**config.mk**
```make
export PLATFORM = sky130hd
export DESIGN_NAME = mem_port_arbiter
export DESIGN_NICKNAME = d
export VERILOG_FILES = /design/src/rtl/mem_port_arbiter.sv
export SDC_FILE = /design/constraint.sdc
export NUM_CORES = 1
export LEC_CHECK = 0
export CAP_MARGIN = 30
export CORE_UTILIZATION = 25
export CTS_CLUSTER_SIZE = 28
export DETAILED_ROUTE_END_ITERATION = 8
export PLACE_DENSITY = 0.9
export REMOVE_ABC_BUFFERS = 1
export SETUP_SLACK_MARGIN = 0.15
export SLEW_MARGIN = 0
export SYNTH_ARGS = -nofsm -noshare
export SYNTH_HDL_FRONTEND = slang
export SYNTH_SLANG_ARGS = --single-unit
export TNS_END_PERCENT = 20
```
**constraint.sdc**
```tcl
create_clock -name clock -period 2.1 [get_ports clock]
set_input_delay 0.21 -clock clock [delete_from_list [all_inputs] [get_ports clock]]
set_output_delay 0.21 -clock clock [all_outputs]
set_load 0.1 [all_outputs]
```
**src/rtl/mem_port_arbiter.sv**
```systemverilog
// mem_port_arbiter
//
// Shares the single-port, synchronous-read main memory of the 8-bit pipelined
// processor between instruction fetch (IF) and the memory stage (EX). At most
// one access issues per cycle. The losing requester is stalled. Read data (or
// a write ack for EX) returns exactly one cycle after issue, tagged to the
// requester that issued it. A starvation counter forces an IF grant after
// MAX_STARVE consecutive EX grants while IF is waiting.
//
// Ports:
//   clock, reset            clock and asynchronous active-high reset
//   if_req, if_addr         fetch read request (held until granted) and PC
//   if_stall                IF requesting but not granted this cycle
//   if_valid, if_rdata      one-cycle completion of the last IF grant
//   ex_req, ex_we           data access request (held until granted), 1 = write
//   ex_addr, ex_wdata       data address and store data
//   ex_stall                EX requesting but not granted this cycle
//   ex_valid, ex_rdata      one-cycle completion (load data or write ack)
//   mem_en, mem_we          memory enable / write enable
//   mem_addr, mem_wdata     memory address / write data
//   mem_rdata               memory read data, valid the cycle after mem_en
//
// Requesters must hold address, data and we stable while stalled; nothing on
// the request side is latched here.

module mem_port_arbiter #(
  parameter int unsigned ADDR_W     = 8,
  parameter int unsigned DATA_W     = 8,
  parameter int unsigned MAX_STARVE = 3
) (
  input  logic              clock,
  input  logic              reset,

  input  logic              if_req,
  input  logic [ADDR_W-1:0] if_addr,
  output logic              if_stall,
  output logic              if_valid,
  output logic [DATA_W-1:0] if_rdata,

  input  logic              ex_req,
  input  logic              ex_we,
  input  logic [ADDR_W-1:0] ex_addr,
  input  logic [DATA_W-1:0] ex_wdata,
  output logic              ex_stall,
  output logic              ex_valid,
  output logic [DATA_W-1:0] ex_rdata,

  output logic              mem_en,
  output logic              mem_we,
  output logic [ADDR_W-1:0] mem_addr,
  output logic [DATA_W-1:0] mem_wdata,
  input  logic [DATA_W-1:0] mem_rdata
);

  typedef enum logic {
    StReset,
    StRun
  } state_e;

  typedef enum logic [1:0] {
    OwnNone = 2'd0,
    OwnIf   = 2'd1,
    OwnEx   = 2'd2
  } owner_e;

  localparam logic [3:0] StarveMax = 4'(MAX_STARVE);

  state_e      state_q, state_d;
  owner_e      owner_q, owner_d;
  logic [3:0]  starve_q, starve_d;

  logic        force_if;
  logic        grant_if;
  logic        grant_ex;

  // State registers. Reset clears owner_q at once, so a completion that was
  // in flight when reset hit can never produce a valid pulse.
  always_ff @(posedge clock or posedge reset) begin
    if (reset) begin
      state_q  <= StReset;
      owner_q  <= OwnNone;
      starve_q <= 4'd0;
    end else begin
      state_q  <= state_d;
      owner_q  <= owner_d;
      starve_q <= starve_d;
    end
  end

  assign force_if = if_req && (starve_q == StarveMax);

  // Arbitration, memory drive, stalls and next state.
  always_comb begin
    state_d   = state_q;
    owner_d   = OwnNone;
    starve_d  = starve_q;
    grant_if  = 1'b0;
    grant_ex  = 1'b0;
    mem_en    = 1'b0;
    mem_we    = 1'b0;
    mem_addr  = '0;
    mem_wdata = '0;
    if_stall  = 1'b1;
    ex_stall  = 1'b1;

    unique case (state_q)
      StReset: begin
        // One dead cycle after reset: no grants, both sides stalled.
        state_d  = StRun;
        starve_d = 4'd0;
      end

      StRun: begin
        // EX normally wins; IF wins when it has waited MAX_STARVE EX grants.
        if (ex_req && !force_if) begin
          grant_ex = 1'b1;
        end else if (if_req) begin
          grant_if = 1'b1;
        end

        if (grant_ex) begin
          mem_en    = 1'b1;
          mem_we    = ex_we;
          mem_addr  = ex_addr;
          mem_wdata = ex_wdata;
          owner_d   = OwnEx;
        end else if (grant_if) begin
          mem_en   = 1'b1;
          mem_addr = if_addr;
          owner_d  = OwnIf;
        end

        if_stall = if_req && !grant_if;
        ex_stall = ex_req && !grant_ex;

        if (if_req && grant_ex) begin
          if (starve_q != StarveMax) begin
            starve_d = starve_q + 4'd1;
          end
        end else if (grant_if || !if_req) begin
          starve_d = 4'd0;
        end
      end

      default: begin
        state_d = StReset;
      end
    endcase
  end

  // Completion is purely a function of who owned last cycle's access.
  assign if_valid = (owner_q == OwnIf);
  assign ex_valid = (owner_q == OwnEx);
  assign if_rdata = mem_rdata;
  assign ex_rdata = mem_rdata;

endmodule

```
==> impl_metrics.json <==
{
  "status": "finished, final reports clean",
  "cts_root_buf": "clkbuf_4",
  "vias_per_cell": 4.71,
  "min_period_ps": 2080,
  "report.final.slew_viol_count": 0,
  "rsz0062_at_grt": "true",
  "skew_ps": 10.9,
  "numCtsBuffers": 3,
  "post-route-util": 0.611,
  "cts_hold_buffers": 0,
  "final_common_cell": "clkdlybuf4s50_1",
  "final_nets": 150,
  "cp.arrival_ps": 1870,
  "port_buffers": 50,
  "p_leak_uw": 0.000593,
  "syn_to_final_growth_pct": 129,
  "rr_startpoint": "starve_q[0]",
  "io_pins": 75,
  "power_density_mw_per_mm2": 473,
  "initial_core_util": 0.266,
  "dieArea_mm2": 0.00256,
  "holdWs_ps": 173,
  "netlist_instances": 65,
  "setup_viol": 0,
  "final_antenna_net_count": 0,
  "dp_hpwl_um": 1560,
  "grt_pass1_wl_um": 3110,
  "ys_seq_area_frac": 0.297,
  "drt-initial-drc-count": 5,
  "fillers": 171,
  "synth_warnings": 0,
  "dieHeight_um": 50.6,
  "overflow": 0,
  "routed_wl_um": 2170,
  "clockBufferDepth": 2,
  "ys_ff_latch": 7,
  "drive_above_1_share": 0.441,
  "critPathKind": "flip-flop to output pin",
  "max_cap_violations": 0,
  "via_count": 655,
  "path_max_fanout": 5,
  "core_mm2": 0.00221,
  "synth_cell_type_count": 21,
  "worstReg2RegEnd": "owner_q[0]",
  "dr.pass1.iters": 4,
  "fin_crit_sh": 0.991,
  "diodes": 0,
  "cts_tree": "built",
  "slowest_delay_ps": 420,
  "required_ps": 1890,
  "antenna_found_initial": 0,
  "total_power_uw": 639,
  "clk_latency_ps": 270,
  "clkSlewWorstSetupHoldPaths_ps": 60,
  "hold_viol_final": 0,
  "synth.avg_cell_area_um2": 9.07,
  "final_cell_mix": "28 x clkdlybuf4s50_1, 20 x buf_12, 9 x buf_4",
  "globalplace.congestion": 0.713,
  "fp.dieW_um": 50.6,
  "r2r_setup_slack_ps": 690,
  "hold_path_class": "primary input to async pin",
  "avgRoutedWirePerCell_um": 15.6,
  "ir_drop_v": 0.000303,
  "fmax_mhz": 481,
  "grt_start_max_net_pins": 12,
  "grt.total_usage": 0.176,
  "htree_levels": 1,
  "clkSinkCount": 7,
  "cp-end-kind": "output pin",
  "fp-row-count": 17,
  "fin_setup_tns_ps": 0,
  "synth_area_um2": 589,
  "path_cells": "ha_2 -> or3b_4 -> a21oi_4 -> a22o_2 -> buf_12",
  "r2r_cells": 4,
  "cp-start-kind": "flip-flop",
  "slowest_stage": "or3b_4",
  "drc": 0,
  "grt_pass1_vias": 676
}
-- sequential cells by signal, indices dropped and copies added, names as in the netlist --
name	flops
starve_q	4
owner_q	2
state_q	1
-- per-layer routing --
metal / up-vias / GRT usage / part of all wire
li1: 295 / - / -
met1: 300 / 0.153 / 0.38
met2: 53 / 0.291 / 0.48
met3: 7 / 0.121 / 0.11
met4: 0 / 0.111 / 0.028
met5: - / 0 / 0
-- worst max path at each step --
stage	startpoint	cells after the start	endpoint	slack, ps
after floorplan	starve_q[0]	3	ex_stall	-1180
after global placement	starve_q[0]	5	mem_we	190
after detailed placement	starve_q[0]	5	mem_addr[0]	70
after CTS	starve_q[1]	5	mem_addr[0]	70
after global routing	starve_q[0]	5	mem_addr[0]	-40
final	starve_q[0]	5	mem_addr[0]	20
-- critical path: cells and delay by family, from the launching register on --
family                   cells  cell delay (ps)
adder cells (fa/ha/maj)      1              190
AO/OA/AOI/OAI                2              450
buffers and inverters        1              170
flip-flops                   1              360
AND/OR/NAND/NOR              1              420
-- cell usage after synthesis, drive strengths merged --
library cell  instances  area share
nand3                 1      0.0085
nor3b                 1       0.013
nand2                 3       0.019
dfrtp                 7        0.30
xor2                  1       0.015
nor2b                 2       0.021
o21ai                 2       0.017
and2                  9       0.096
buf                  17        0.21
a22o                  8        0.14
conb                  1      0.0064
a21oi                 2       0.042
inv                   2       0.013
o21a                  1       0.013
xnor2                 1       0.015
nand4                 1       0.011
ha                    1       0.021
nor2                  4       0.025
or3b                  1       0.019
-- metrics by stage --
| step | cell area [µm²] | std cells | setup slack [ps] |
|---|---|---|---|
| 6_report | 1350 | 139 | 19.5 |
| 2_1_floorplan | 464 | 48 | -1180 |
| 3_5_place_dp | 1200 | 127 | 68.3 |
| 3_3_place_gp | 1200 | 127 | 192 |
| 5_1_grt | 1350 | 139 | -39.6 |
| 4_1_cts | 1300 | 137 | 74.3 |
-- final cells by class --
| cell class | instances | area, µm² | area share |
|---|---|---|---|
| timing repair buffer | 58 | 759 | 0.562 |
| clock buffer | 4 | 26.3 | 0.0194 |
| inverter | 2 | 7.51 | 0.00556 |
| multi-input combinational | 40 | 348 | 0.257 |
| tap | 28 | 35.0 | 0.0259 |
| sequential | 7 | 175 | 0.130 |
-- logic make-up (layout without fill, tap and decap cells) --
| logic type | after synthesis | count (layout) | share of synthesized area |
|---|---|---|---|
| xor gates and xnor gates | 2 | 2 | 0.0297 |
| other | 1 | 1 | 0.00636 |
| adders and majority gates | 1 | 1 | 0.0212 |
| buffers and inverters | 19 | 64 | 0.225 |
| DFF | 7 | 7 | 0.297 |
| AOI/OAI and AO/OA | 13 | 14 | 0.208 |
| and+or+nand+nor | 22 | 22 | 0.212 |
-- timing repair --
item | in CTS | in global routing
setup buffers | 5 | 2
gates resized for setup | 4 | 7
pin swaps | 3 | 4
setup endpoints to repair | 18 | 18
cloned | 1 | 0
-- where the power goes --
group,switching [µW],total [µW],leakage (µW),internal [µW]
Clock,59.1,132,0.0000150,73.2
Combinational,214,365,0.000484,151
Sequential,2.89,141,0.0000934,139
Power figures use the tool's default switching activity.
==> patch 1: new RTL, same settings <==
Reset style: synchronous (`reset`), changed in one clocked block. Comments in the files are not updated.
--- a/src/rtl/mem_port_arbiter.sv
+++ b/src/rtl/mem_port_arbiter.sv
@@ -76,5 +76,5 @@
   // State registers. Reset clears owner_q at once, so a completion that was
   // in flight when reset hit can never produce a valid pulse.
-  always_ff @(posedge clock or posedge reset) begin
+  always_ff @(posedge clock) begin
     if (reset) begin
       state_q  <= StReset;
Function: differs if reset is asserted again (counterexample within 4 cycles, from zero or initial values and one cycle with reset high); with reset held inactive, the same outputs for 10 cycles.
==> patch 1 against the unedited design <==
- register-to-register slack better by 120 ps
- area after synthesis shrank 2.5%
- cell area shrank 5.6%
- power shrank 6.1%
- worst setup slack improved by 94 ps
- sequential cell count is the same
- clock power down 11%
- count of clock-buffer cells in the layout did not move
- largest cell class unchanged
- routed wire length up 3.9%
==> patch 1: results (changes against the unedited design) <==
Routing
  • DRT iter0 DRCs: 7 (was 5)
  • Drt first pass iters: 2 (was 4)
  • WL final: 2255 µm (was 2171 µm)
  • Via density: 4.847 (was 4.712)
  • Wire length on met1: 635 µm (was 832 µm)
  • Via count: 664 (was 655)
  • WL met3: 322 µm (was 229 µm)

Global route
  • Number of global-route vias before repair: 678 (was 676)
  • First-pass GRT wire length: 3332 µm (was 3111 µm)
  • Met2 Use GR: 0.3559 (was 0.2911)
  • GR Util met1: 0.1429 (was 0.1534)

Synth
  • Post-synthesis xor/xnor area fraction: 0.03050 (was 0.02972)
  • Count of cell types in the netlist: 22 (was 21)
  • Post-Syn Instances: 67 (was 65)
  • Commonest cells in the netlist: buf_4 (16), and2_1 (10), a22o_2 (7), dfxtp_1 (7) (was buf_4 (16), and2_1 (9), a22o_2 (8))
  • Ys flop type: dfxtp_1 (was dfrtp_1)
  • Seq/Total Area, Yosys: 0.2440 (was 0.2972)
  • Synth Cell Area: 574.3 µm² (was 589.3 µm²)
  • Adder-cell share of the synthesized area: 0.02179 (was 0.02123)
  • Synth area leaders: dfxtp_1 (24%), buf_4 (21%), a22o_2 (12%) (was dfrtp_1 (30%), buf_4 (20%), a22o_2 (14%))

Place
  • DP Area: 1186 µm² (was 1202 µm²)
  • Pre-CTS WS: 241.5 ps (was 68.25 ps)
  • Placed insts: 128 (was 127)

Layout
  • Filler Cell Count: 167 (was 171)
  • Synthesis-to-finish area growth: 122.2% (was 129.3%)

Worst hold path
  • Min-Delay Path Class: input port to output pin (was input port to asynchronous set/reset pin)

Outcome
  • Run status: complete, no violations (unchanged)

Setup path
  • Critical Path AT: 1780 ps (was 1870 ps)

Timing
  • Fin Clk Skew: 3.718 ps (was 10.93 ps)

Clock tree
  • Clock latency on the worst-skew pair: 250 ps (was 270 ps)

Power and ir drop
  • Net Sw Frac: 0.4199 (was 0.4324)
patch 1: kinds of logic (layout without fill, tap and decap cells):
group	count (synthesis)	after routing
AO/OA/AOI/OAI	14	15
adder cells (fa/ha/maj)	1	1
buffers and inverters	19	61
flip-flops	7	7
XOR/XNOR	2	2
AND/OR/NAND/NOR	24	24
patch 1: final timing paths:
check	startpoint	endpoint	slack (ps)	cells after the start
worst max-delay path	starve_q[0]	mem_addr[4]	110	5
worst min-delay path	mem_rdata[6]	ex_rdata[6]	420	0
worst max register to register	starve_q[0]	owner_q[0]	810	4
worst min register to register	starve_q[0]	starve_q[0]	550	2
patch 1: final cells by class:
class                      count  area share
timing repair buffer          55      0.5765
tap                           27     0.02647
sequential                     7      0.1118
multi-input combinational     42      0.2588
inverter                       2    0.005882
clock buffer                   4     0.02059
patch 1: repair_timing:
item / 4_1_cts / 5_1_grt
gates resized for setup: 3 / 3
buffers inserted: 2 / 2
pin swaps: 3 / 3
endpoints found under the setup margin: 18 / 18
cloned: 1 / 0
==> patch 2: new RTL, same flow settings <==
Made on the original files. Change the parameter `DATA_W` from 8 to 10.
--- a/src/rtl/mem_port_arbiter.sv
+++ b/src/rtl/mem_port_arbiter.sv
@@ -26,5 +26,5 @@
 module mem_port_arbiter #(
   parameter int unsigned ADDR_W     = 8,
-  parameter int unsigned DATA_W     = 8,
+  parameter int unsigned DATA_W     = 10,
   parameter int unsigned MAX_STARVE = 3
 ) (
Ports: changed (5 resized); port bits go from 75 to 85. The function was not compared with the original's and may differ.
==> patch 2 against the unedited design <==
- the run now ends with negative setup slack left
- worst setup slack lost 110 ps
- sequential cell count is the same
- cell count grew 3.6%
- power grew 4.5%
- area after synthesis grew 7.2%
- cell area grew 6.4%
- count of clock-buffer cells in the layout is the same
- routed wire length grew 14%
==> patch 2: results (changes against the unedited design) <==
Timing
  • Setup ws final: -89.40 ps (was 19.48 ps)
  • Final setup viols: 8 (was 0)
  • Hold WS: 194.7 ps (was 172.9 ps)
  • Final TNS setup: -614.2 ps (was 0 ps)
  • Fin Clk Skew: 6.592 ps (was 10.93 ps)

Setup path
  • Reg2reg path depth: 5 (was 4)
  • R2r endpoint: starve_q[1] (was owner_q[0])
  • Critical Path AT: 1980 ps (was 1870 ps)
  • Crit path max fanout: 6 (was 5)
  • Reg-to-reg slack, setup: 390 ps (was 690 ps)

Global route
  • First-pass GRT wire length: 3539 µm (was 3111 µm)
  • Largest net degree at the start of global routing: 13 (was 12)
  • Number of global-route vias before repair: 697 (was 676)
  • Global-route usage over all layers: 0.1868 (was 0.1761)

Place
  • DP Area: 1256 µm² (was 1202 µm²)
  • RD Place Congestion: 0.6842 (was 0.7133)
  • Buffers on Ports: 54 (was 50)
  • Placed insts: 130 (was 127)

Layout
  • Ratio of cells with drive above 1 in the final layout: 0.4741 (was 0.4414)
  • Final Net Count: 159 (was 150)
  • Post-Layout Cell Count: 144 (was 139)
  • Filler Cell Count: 183 (was 171)

Outcome
  • Failing checks: negative setup slack
  • Run status: finished with violations (was complete, no violations)

Synth
  • Commonest cells in the netlist: buf_4 (20), and2_1 (11), a22o_1 (8) (was buf_4 (16), and2_1 (9), a22o_2 (8))
  • Synth area leaders: dfrtp_1 (28%), buf_4 (24%), a22o_1 (11%) (was dfrtp_1 (30%), buf_4 (20%), a22o_2 (14%))
  • Seq/Total Area, Yosys: 0.2772 (was 0.2972)

Routing
  • Post-DR wirelength/cell: 17.17 µm (was 15.62 µm)
  • Drt first pass iters: 5 (was 4)
  • Wire length on met1: 839 µm (was 832 µm)
  • DRT iter0 DRCs: 10 (was 5)
  • WL met3: 255 µm (was 229 µm)
  • Via count: 713 (was 655)

Power and ir drop
  • Peak supply drop: 0.4329 mV (was 0.3031 mV)
  • Pleak: 0.0006437 µW (was 0.0005926 µW)
-- patch 2: changes by cell type after synthesis --
cell	unedited run	this run
o21ai_0	2	1
and3_1	0	3
buf_6	0	1
a22o_1	0	8
a21oi_4	1	0
a22o_2	8	0
buf_4	16	20
nand3_1	1	2
and2_1	9	11
o211a_4	0	1
nand4_1	1	0
nor2_1	4	0
-- patch 2: per-stage QoR --
| step | utilization | power [µW] | setup slack [ps] |
|---|---|---|---|
| 6_report | 0.6258 | 667.6 | -89.40 |
| 5_1_grt | 0.6258 | 689.2 | -143.6 |
| 4_1_cts | 0.5942 | 652.9 | -80.90 |
| 3_5_place_dp | 0.5468 | 510.2 | 87.32 |
| 3_3_place_gp | 0.5468 | 505.3 | 195.7 |
| 2_1_floorplan | - | 343.5 | -1166 |
-- patch 2: repair_timing --
item,CTS,global route
buffers inserted,3,5
hold buffers,0,0
resized for setup,8,14
pin swaps,13,14
gates cloned,2,0
endpoints found under the setup margin,20,21
-- patch 2: how the worst max path moves through the flow --
stage | end | cells past startpoint
2_1_floorplan | ex_stall | 3
4_1_cts | mem_wdata[7] | 5
6_report | mem_addr[7] | 5
3_5_place_dp | mem_addr[7] | 5
5_1_grt | mem_addr[7] | 5
3_3_place_gp | mem_addr[7] | 5
-- patch 2: worst max-delay path, cell delays in order (launching register included) --
cell and delay, ps:
dfrtp_1 370, ha_2 190, or3b_4 440, o211a_4 290, a22o_4 270, buf_12 160
-- patch 2: layout make-up --
| type | count | area share |
|---|---|---|
| Timing Repair Buffer | 62 | 0.5674 |
| Sequential cell | 7 | 0.1218 |
| Inverter | 2 | 0.005222 |
| Multi-Input combinational cell | 41 | 0.2628 |
| Clock buffer | 4 | 0.01828 |
| Tap cell | 28 | 0.02437 |
-- patch 2: power breakdown --
part	total [µW]	internal [µW]	switching, µW
clock network	130	73.0	56.9
logic	394	165	229
registers	144	139	4.98
-- patch 2: metal layers --
metal,vias up,GRT usage
met5,-,0
met4,0,0.05263
met3,4,0.1159
met2,58,0.3333
met1,339,0.1769
li1,312,-
-- patch 2: logic make-up after synthesis --
family | share of synthesized area
adders and majority gates | 0.01980
xor gates and xnor gates | 0.02773
and+or+nand+nor | 0.2218
AOI/OAI and AO/OA | 0.1723
buffers and inverters | 0.2752
DFF | 0.2772
other | 0.005935
